File: src/rtl/apb_machine_timer.sv
// RISC-V style machine timer behind a zero-wait-state APB3 completer.
// Free-running 64-bit mtime with prescaler, 64-bit mtimecmp and a level interrupt.
module apb_machine_timer #(
   parameter int unsigned AddrWidth = 32,
   parameter int unsigned DataWidth = 32
) (
   input  logic                 clk_i,
   input  logic                 rst_i,
   input  logic                 psel_i,
   input  logic                 penable_i,
   input  logic                 pwrite_i,
   input  logic [AddrWidth-1:0] paddr_i,
   input  logic [DataWidth-1:0] pwdata_i,
   output logic [DataWidth-1:0] prdata_o,
   output logic                 pready_o,
   output logic                 pslverr_o,
   output logic                 timer_irq_o
);

   logic [63:0] mtime_q, mtime_d;
   logic [63:0] mtimecmp_q, mtimecmp_d;
   logic        en_q, en_d;
   logic [7:0]  presc_q, presc_d;
   logic [7:0]  cnt_q, cnt_d;
   logic        irq_q, irq_d;

   logic [4:0]  offset;
   logic        access, addr_err, wr_en, rd_en, tick;
   logic        wr_mtime_lo, wr_mtime_hi, wr_cmp_lo, wr_cmp_hi, wr_ctrl;
   logic        unused_paddr;

   // Only the window offset is decoded; the upper address bits are the demux's business.
   assign unused_paddr = ^paddr_i[AddrWidth-1:5];

   assign offset    = paddr_i[4:0];
   assign access    = psel_i & penable_i;
   assign addr_err  = (offset > 5'h10) | (offset[1:0] != 2'b00);
   assign wr_en     = access & pwrite_i & ~addr_err;
   assign rd_en     = access & ~pwrite_i & ~addr_err;
   assign pslverr_o = access & addr_err;
   assign pready_o  = 1'b1;

   assign wr_mtime_lo = wr_en & (offset == 5'h00);
   assign wr_mtime_hi = wr_en & (offset == 5'h04);
   assign wr_cmp_lo   = wr_en & (offset == 5'h08);
   assign wr_cmp_hi   = wr_en & (offset == 5'h0C);
   assign wr_ctrl     = wr_en & (offset == 5'h10);

   assign tick = en_q & (cnt_q == presc_q);

   always_comb begin
      cnt_d = cnt_q;
      if (en_q) begin
         cnt_d = tick ? 8'd0 : cnt_q + 8'd1;
      end
      if (wr_ctrl) begin
         cnt_d = 8'd0;
      end
   end

   // A software write to either half suppresses that cycle's tick for the whole counter.
   always_comb begin
      mtime_d = tick ? mtime_q + 64'd1 : mtime_q;
      if (wr_mtime_lo) begin
         mtime_d = {mtime_q[63:32], pwdata_i};
      end else if (wr_mtime_hi) begin
         mtime_d = {pwdata_i, mtime_q[31:0]};
      end
   end

   always_comb begin
      mtimecmp_d = mtimecmp_q;
      if (wr_cmp_lo) begin
         mtimecmp_d[31:0] = pwdata_i;
      end
      if (wr_cmp_hi) begin
         mtimecmp_d[63:32] = pwdata_i;
      end
   end

   always_comb begin
      en_d    = en_q;
      presc_d = presc_q;
      if (wr_ctrl) begin
         en_d    = pwdata_i[0];
         presc_d = pwdata_i[15:8];
      end
   end

   assign irq_d = (mtime_q >= mtimecmp_q);

   always_comb begin
      prdata_o = '0;
      if (rd_en) begin
         unique case (offset[4:2])
            3'd0:    prdata_o = mtime_q[31:0];
            3'd1:    prdata_o = mtime_q[63:32];
            3'd2:    prdata_o = mtimecmp_q[31:0];
            3'd3:    prdata_o = mtimecmp_q[63:32];
            3'd4:    prdata_o = {16'h0000, presc_q, 7'h00, en_q};
            default: prdata_o = '0;
         endcase
      end
   end

   always_ff @(posedge clk_i) begin
      if (rst_i) begin
         mtime_q    <= 64'd0;
         mtimecmp_q <= 64'hFFFF_FFFF_FFFF_FFFF;
         en_q       <= 1'b1;
         presc_q    <= 8'd0;
         cnt_q      <= 8'd0;
         irq_q      <= 1'b0;
      end else begin
         mtime_q    <= mtime_d;
         mtimecmp_q <= mtimecmp_d;
         en_q       <= en_d;
         presc_q    <= presc_d;
         cnt_q      <= cnt_d;
         irq_q      <= irq_d;
      end
   end

   assign timer_irq_o = irq_q;

endmodule

File: config.mk
export PLATFORM = sky130hd
export DESIGN_NAME = apb_machine_timer
export DESIGN_NICKNAME = d
export VERILOG_FILES = /design/src/rtl/apb_machine_timer.sv
export SDC_FILE = /design/constraint.sdc
export NUM_CORES = 1
export LEC_CHECK = 0
export BUFFER_PORTS_ARGS = -buffer_cell sky130_fd_sc_hd__buf_2
export CAP_MARGIN = 25
export CORE_MARGIN = 5
export CORE_UTILIZATION = 41
export DETAILED_ROUTE_END_ITERATION = 12
export SLEW_MARGIN = 20
export SYNTH_ARGS = -nofsm -noshare
export SYNTH_HDL_FRONTEND = slang
export SYNTH_SLANG_ARGS = --single-unit
File: constraint.sdc
create_clock -name clk_i -period 6.7 [get_ports clk_i]
set_input_delay 0.67 -clock clk_i [delete_from_list [all_inputs] [get_ports clk_i]]
set_output_delay 0.67 -clock clk_i [all_outputs]
set_load 0.005 [all_outputs]
# After elaboration in Yosys (flattened, before gate mapping)
# Cells that the tools add are included.
[word_totals]
register_bits = 146
latch_bits = 0
ramBits = 0
mem_bits_ro = 0
in_bits = 69
output_inout_bits = 35
word_cells = 52
mem_count = 0
[op_classes]
addsub = 2
multipliers = 0
div_mod_pow = 0
order_cmp = 2
eq_ne = 10
shift = 0
mux = 6
n_bitwise = 16
n_reduce_logical = 8
[op_table]
columns = ["cell", "n"]
rows = [
  ["$pmux 32 s5", 1],
  ["$mux 64", 2],
  ["$add 64x1->64 const B", 1],
  ["$ge 64x64->1", 1],
  ["$mux 32", 2],
  ["$and 1x1->1", 12],
  ["$eq 5x4->1 const B", 2],
  ["$add 8x1->8 const B", 1],
  ["$eq 8x8->1", 1],
  ["$mux 8", 1],
  ["$eq 3x2->1 const B", 2],
  ["$reduce_bool 2->1", 3],
  ["$eq 5x3->1 const B", 1],
  ["$eq 5x5->1 const B", 1],
  ["$gt 5x5->1 const B", 1],
  ["$logic_not 5->1", 1],
  ["$reduce_and 2->1", 2],
  ["$eq 3x1->1 const B", 1],
  ["$eq 3x3->1 const B", 1],
  ["$logic_not 3->1", 1],
  ["$not 1->1", 3],
  ["$ne 2x2->1 const B", 1],
  ["$reduce_or 2->1", 1],
  ["$or 1x1->1", 1],
]

# Longest topological paths before layout
# Gate-level depths: netlist of the first run.
[logic_depth]
ltp_word = 7
depth_mapped = 9
depth_no_buf = 8

# Worst setup path before layout of the first run
# No wires, ideal clock.
[synth_timing]
path_type = "input -> output"
start = "input port paddr_i[4]"
end = "output port prdata_o[17]"
arrival_ns = 1.982
required_ns = 6.030
setup_slack_ns = 4.048
path_stages = 7
n_path_buf = 3
cell_sequence = "clkbuf_1 > nand2b_1 > clkbuf_1 > nor2_1 > clkbuf_1 > a22oi_1 > a21oi_1"
[synth_between]
elab_chain_len = 5
word_cells_on_any_way = 11
cone_classes = "order compare (1); eq/ne (4); mux (2); bitwise (3); reduce/logical (1)"
[synth_rtl]
columns = ["element", "line_no", "rtl"]
rows = [
  ["from (decl)", "12", "input logic [AddrWidth-1:0] paddr_i,"],
  ["$gt 5x5->1", "37", "assign addr_err = (offset > 5'h10) | (offset[1:0] != 2'b00);"],
  ["$or 1x1->1", "37", ""],
  ["$not 1->1", "39", "assign rd_en = access & ~pwrite_i & ~addr_err;"],
  ["$and 1x1->1", "39", ""],
  ["$mux 32 (*)", "94", "if (rd_en) begin"],
  ["to (decl)", "14", "output logic [DataWidth-1:0] prdata_o,"],
]
# Every way passes the cells marked *; elsewhere a longest branch is shown, timed or not.

# Worst setup path after layout of the first run
[layout_timing]
start = "register mtime_q[2]"
end = "register mtime_q[52]"
[layout_between]
elab_chain_len = 3
[layout_rtl]
columns = ["element", "line_no", "rtl"]
rows = [
  ["from (decl)", "20", "logic [63:0] mtime_q, mtime_d;"],
  ["from (signal assigned)", "115", "mtime_q <= mtime_d;"],
  ["$add 64x1->64", "63", "mtime_d = tick ? mtime_q + 64'd1 : mtime_q;"],
  ["$mux 64", "63", ""],
  ["$mux 64", "66", "end else if (wr_mtime_hi) begin"],
]
# No other way between the ends. The select of a mux whose other input is x is not followed.
# A chain may end at the register's enable or synchronous reset.

==> out/metrics.csv, run 1 <==
metric,value,unit
H-Tree Depth,4,
cell area after synthesis,9540,sq um
part of the cycle the worst path needs,50.8,%
relative slew slack,39.4,%
Inserted Diodes,0,
core box area,22800,sq um
CP Depth,6,
post-cts hold buffer count,0,
worst-skew pair later-pin latency,0.42,ns
R2R depth,6,
clock root buffer,clkbuf_16,
Avg Synthesized Cell Area,7.77,sq um
Residual DRC,0,
# port buffers,75,
Die Y,163,microns
min Tclk post-route,3.40,ns
Clock transition at path regs,0.06,ns
vias in the first global route,8955,
Die Area,26400,sq um
status,completed,
CP max stage cell,nor4_1,
row count,55,
fmax,294,MHz
post-DR wirelength/cell,20.7,microns
synth top area cells,"dfxtp_1, ha_1, nand2_1",
design area,10800,sq um
RSZ-0062 raised after global routing,no,
Worst Setup Path Type,reg2reg,
final HPWL from detailed placement,22800,microns
capturing element type of the critical path,register,
Slew @ Worst Pin,0.905,ns
hold_sp,presc_q[1],
I/O pin count,104,
"critical path fanouts, max",11,
total gr overflow,0,
fraction of layout cells with a size suffix above 1,11.7,%
CTS buffer count,17,
Yosys cell types,65,
Peak supply drop,0.000131,V
initial antenna violation count,0,
fin worst setup slack,3.30,ns
Worst EP arrival,3.75,ns
"Seq/Total Area, Yosys",30.6,%
maximum number of pins on one net before global-route repair,72,
slowest cell delay on critical path,0.68,ns
GP Congestion,0.902,
Synth-to-Final Area Change,13.1,%
number of iterations in the first detailed-routing pass,5,
Final Skew,0.00536,ns
post-route ant nets,0,
cell-by-cell trace of the critical path,nand4_1 -> nor4_1 -> nand3_1 -> or4_1 -> or3_1 -> a31oi_1,
CTS tree,built,
maxcap violations,0,
Initial Utilization,41.9,%
Post-CTS Setup Repair Bufs,0,
Sink Count,146,
DR vias,9699,
CP Data Required Time,7.05,ns
critical path startpoint category,register,
largest area contributor in the netlist,dfxtp_1,
ys flop type,dfxtp_1,
first-pass GRT wire length,51600,microns
"top cells by count, synth","nand2_1, dfxtp_1, a21oi_1",
GRT Overall Usage,24.6,%
Final #Nets,1393,
Worst Path Buf+Inv,0,
initial DRC count,966,
Post-synth ARST share,0,%
die width,163,microns
Area after DPL,10200,sq um
most common cell in the netlist,nand2_1,
Post-synth EDFFs,0,
Fin Setup TNS,0,ns
Setup WS pre-CTS,3.15,ns
cell family with the largest share of critical-path delay,simple AND/OR/NAND/NOR gates,
CP Launch Point,mtime_q[2],
DR vias/cell,6.13,
syn_nets,1363,
cell leakage power,4.54,nW
Setup Viol. Count Final,0,
total wire length,32700,microns
CTS Buffer Depth,2,
FF-to-FF Start,mtime_q[2],
power density cells,189,nW/um^2
Post-Synthesis Cells,1228,
Ys Warns,0,
Hold Crit Class,reg2reg,
Resize count post-CTS,0,
hold path cells,2,
post-synth top area share,30.6,%
post-synthesis register bit count,146,
Hold Fails Final Rpt,0,
Final Max Tran Viols,0,
-- power breakdown --
group	internal [mW]	total [mW]	switching [mW]	leakage (nW)
Combinational	0.0387	0.127	0.0882	3.06
Sequential	0.873	0.881	0.00791	1.18
Clock	0.647	1.04	0.388	0.300
-- cell type report --
| class | instances | area, sq um |
|---|---|---|
| repair buffers | 94 | 531 |
| multi-input cells | 927 | 6050 |
| inverters | 72 | 270 |
| clock inverters | 10 | 158 |
| fillers | 2259 | 12000 |
| flip-flops and latches | 146 | 2920 |
| well taps | 313 | 392 |
| clock buffers | 20 | 467 |
-- metal layers --
metal  track usage [%]  routed length (microns)  up-vias
met1              33.9                    14600     4637
met4              6.75                      628        0
met3              4.53                     2320       36
met5                 0                        0        -
met2              39.5                    15100      367
li1                  -                        -     4659
-- state kept, by name, indices dropped and copies added (netlist names) --
| signal | flops |
|---|---|
| mtime_q | 64 |
| timer_irq_o | 1 |
| mtimecmp_q | 64 |
| en_q | 1 |
| presc_q | 8 |
| cnt_q | 8 |
-- layout by cell type, fill, tap and decap left out, drive strengths merged, types with 21 or more instances in the layout --
| master | synthesis | routed |
|---|---|---|
| a211oi | 22 | 22 |
| a21oi | 87 | 87 |
| a22oi | 70 | 70 |
| a31oi | 30 | 30 |
| and3 | 21 | 21 |
| buf | 19 | 94 |
| dfxtp | 146 | 146 |
| ha | 66 | 66 |
| inv | 72 | 72 |
| nand2 | 154 | 154 |
| nand3 | 67 | 67 |
| nand4 | 44 | 44 |
| nor2 | 63 | 63 |
| nor3 | 23 | 23 |
| o211ai | 73 | 73 |
| o21ai | 27 | 27 |
-- kinds of logic (layout without fill, tap and decap cells) --
| family | count (synthesis) | in the layout | share of synthesized area, % |
|---|---|---|---|
| fa+ha+maj | 66 | 66 | 8.66 |
| compound gates | 348 | 348 | 24.4 |
| buf+inv | 155 | 196 | 6.35 |
| flops | 146 | 146 | 30.6 |
| xor+xnor | 34 | 34 | 3.12 |
| simple gates | 466 | 466 | 25.6 |
| other cells | 1 | 1 | 0.0393 |
| mux | 12 | 12 | 1.26 |
-- metrics by stage --
stage                     std cells  total power, mW  util [%]  hold slack, ns
after global placement         1551             1.02      44.5           0.468
after floorplan                1228            0.965         -           0.458
after detailed placement       1552             1.03      44.6           0.475
after CTS                      1582             2.05      47.4           0.482
final                          1582             2.04      47.4           0.480
after global routing           1582             2.10      47.4           0.518
-- final timing paths --
kind                  to  slack (ns)
max          mtime_q[52]        3.30
min           presc_q[1]        0.48
max reg2reg  mtime_q[52]        3.30
min reg2reg   presc_q[1]        0.48
-- worst reg2reg max path, delay by kind of cell (launching register included) --
family	cells	cell delay [ns]
DFF	1	0.50
and+or+nand+nor	5	2.67
AOI/OAI and AO/OA	1	0.15
Note: power is estimated with default switching activity, not from simulation.
==> run 2: changes to the inputs <==
- clock period: 6.7 -> 3 ns (I/O delays scaled with it)
==> run 2 against run 1 <==
Effect of this change:
- routed wire length increased by 2.5%
- die area unchanged
- worst hold slack got worse by 0.33 ns
- clock skew increased by 0.011 ns
- combinational power increased by 140%
- total power increased by 120%
- maximum frequency increased by 29%
- cell count increased by 2.8%
- global-route usage increased by 0.73 points
- worst setup slack got worse by 2.9 ns
- register-to-register slack got worse by 2.9 ns
- highest routed layer is now met5
==> out/metrics.csv, run 2 (synthesis gave the netlist of run 1 again) <==
metric,value,unit,change
status,completed,,unchanged
H-Tree Depth,4,,unchanged
post-DR wirelength/cell,20.6,microns,was 20.7 microns
most frequent cells in the layout,"nand2_1, dfxtp_1, a21oi_1, buf_2, o211ai_1",,unchanged
# port buffers,75,,unchanged
Initial Utilization,41.9,%,unchanged
post-route ant nets,0,,unchanged
Reg area,2920,sq um,unchanged
maximum number of pins on one net before global-route repair,89,,was 72
"critical path fanouts, max",6,,was 11
cell leakage power,4.76,nW,was 4.54 nW
CTS buffer count,17,,unchanged
Worst Setup Path Type,reg2reg,,unchanged
WHS Endpoint,mtimecmp_q[29],,was presc_q[1]
first-pass GRT wire length,53200,microns,was 51600 microns
die width,163,microns,unchanged
CTS Buffer Depth,2,,unchanged
Inserted Diodes,0,,unchanged
worst-skew pair later-pin latency,0.43,ns,was 0.42 ns
Multi-input gate area,6050,sq um,unchanged
maxcap violations,0,,unchanged
min Tclk post-route,2.63,ns,was 3.40 ns
Hold Fails Final Rpt,0,,unchanged
GP Congestion,0.923,,was 0.902
Peak supply drop,0.000317,V,was 0.000131 V
GRT Overall Usage,25.3,%,was 24.6%
Setup Viol. Count Final,0,,unchanged
Final #Nets,1435,,was 1393
RSZ-0062 raised after global routing,no,,unchanged
Largest regs,"mtime_q: 64 flops, mtimecmp_q: 64 flops",,unchanged
row count,55,,unchanged
post-route insts no fill,1626,,was 1582
R2R setup slack,0.37,ns,was 3.30 ns
Synth-to-Final Area Change,16.4,%,was 13.1%
total wire length,33500,microns,was 32700 microns
R2R depth,6,,unchanged
clock root buffer,clkbuf_16,,unchanged
final HPWL from detailed placement,24300,microns,was 22800 microns
Die Y,163,microns,unchanged
Clock transition at path regs,0.07,ns,was 0.06 ns
DR vias,9864,,was 9699
initial antenna violation count,1,,was 0
part of the cycle the worst path needs,87.6,%,was 50.8%
critical path startpoint category,register,,unchanged
power density cells,407,nW/um^2,was 189 nW/um^2
relative slew slack,58.0,%,was 39.4%
Residual DRC,0,,unchanged
Slew @ Worst Pin,0.623,ns,was 0.905 ns
Fin Setup TNS,0,ns,unchanged
core box area,22800,sq um,unchanged
Post-CTS Setup Repair Bufs,0,,unchanged
capturing element type of the critical path,register,,unchanged
CTS tree,built,,unchanged
Area after DPL,10500,sq um,was 10200 sq um
total gr overflow,0,,unchanged
fillers,2224,,was 2259
number of iterations in the first detailed-routing pass,5,,unchanged
Hold Crit Class,in2reg,,was reg2reg
vias in the first global route,9263,,was 8955
reg2reg end,mtime_q[52],,unchanged
FF-to-FF Start,mtime_q[4],,was mtime_q[2]
fmax,381,MHz,was 294 MHz
Sink Count,146,,unchanged
Final Skew,0.0159,ns,was 0.00536 ns
fraction of layout cells with a size suffix above 1,14.5,%,was 11.7%
DR vias/cell,6.07,,was 6.13
CP Launch Point,mtime_q[4],,was mtime_q[2]
hold path cells,3,,was 2
CP Data Required Time,3.36,ns,was 7.05 ns
post-cts hold buffer count,0,,unchanged
Inst Count DP,1594,,was 1552
Worst EP arrival,2.99,ns,was 3.75 ns
design area,11100,sq um,was 10800 sq um
Final Max Tran Viols,0,,unchanged
worst hold slack,0.150,ns,was 0.480 ns
initial DRC count,1009,,was 966
I/O pin count,104,,unchanged
Resize count post-CTS,0,,unchanged
hold_sp,pwdata_i[29],,was presc_q[1]
"commonest non-fill, non-tap cell in the layout",nand2_1,,unchanged
Die Area,26400,sq um,unchanged
## run 2: changes by cell type in the layout (fill, tap and decap cells not counted)
cell,change
clkinv_4,+3
inv_6,+1
bufinv_16,-1
buf_12,+2
clkbuf_8,-2
clkinv_2,-1
clkbuf_1,+2
buf_4,+40
## run 2: layout make-up
| class | count | share of cell area [%] |
|---|---|---|
| sequential | 146 | 26.3 |
| timing repair buffer | 136 | 7.84 |
| clock inverter | 12 | 1.42 |
| inverter | 72 | 2.43 |
| tap | 313 | 3.53 |
| clock buffer | 20 | 4.02 |
| multi-input combinational | 927 | 54.5 |
## run 2: critical path: stages, from the launching register on
cell and delay [ns]:
dfxtp_1 0.44, nand4_1 0.37, nor4_1 0.56, nand3_1 0.15, or4_1 0.53, or3_1 0.33, a31oi_1 0.16
## run 2: how the worst max path moves through the flow
| stage | endpoint | slack, ns | cells past startpoint |
|---|---|---|---|
| 5_1_grt | mtime_q[52] | 0.17 | 6 |
| 2_1_floorplan | mtime_q[14] | 0.83 | 7 |
| 6_report | mtime_q[52] | 0.37 | 6 |
| 4_1_cts | mtime_q[52] | 0.38 | 6 |
| 3_3_place_gp | mtime_q[52] | 0.44 | 6 |
| 3_5_place_dp | mtime_q[52] | 0.40 | 6 |
## run 2: where the power goes
group          internal (mW)  switching (mW)  total (mW)
Combinational         0.0975           0.207       0.305
Clock                   1.33           0.916        2.25
Sequential              1.95          0.0120        1.96
## run 2: per-stage QoR
stage / utilization [%] / setup WS, ns / total power, mW
3_5_place_dp: 46.1 / 0.403 / 2.30
2_1_floorplan: - / 0.826 / 2.15
4_1_cts: 48.8 / 0.377 / 4.53
3_3_place_gp: 46.1 / 0.438 / 2.30
6_report: 48.8 / 0.372 / 4.52
5_1_grt: 48.8 / 0.174 / 4.64
## run 2: metal layers
layer / vias to the layer above / share of wire (%) / global-route usage (%)
li1: 4732 / - / -
met1: 4700 / 45 / 35.8
met2: 385 / 46 / 40.0
met3: 45 / 7.1 / 4.30
met4: 2 / 1.8 / 6.60
met5: - / 0.021 / 0
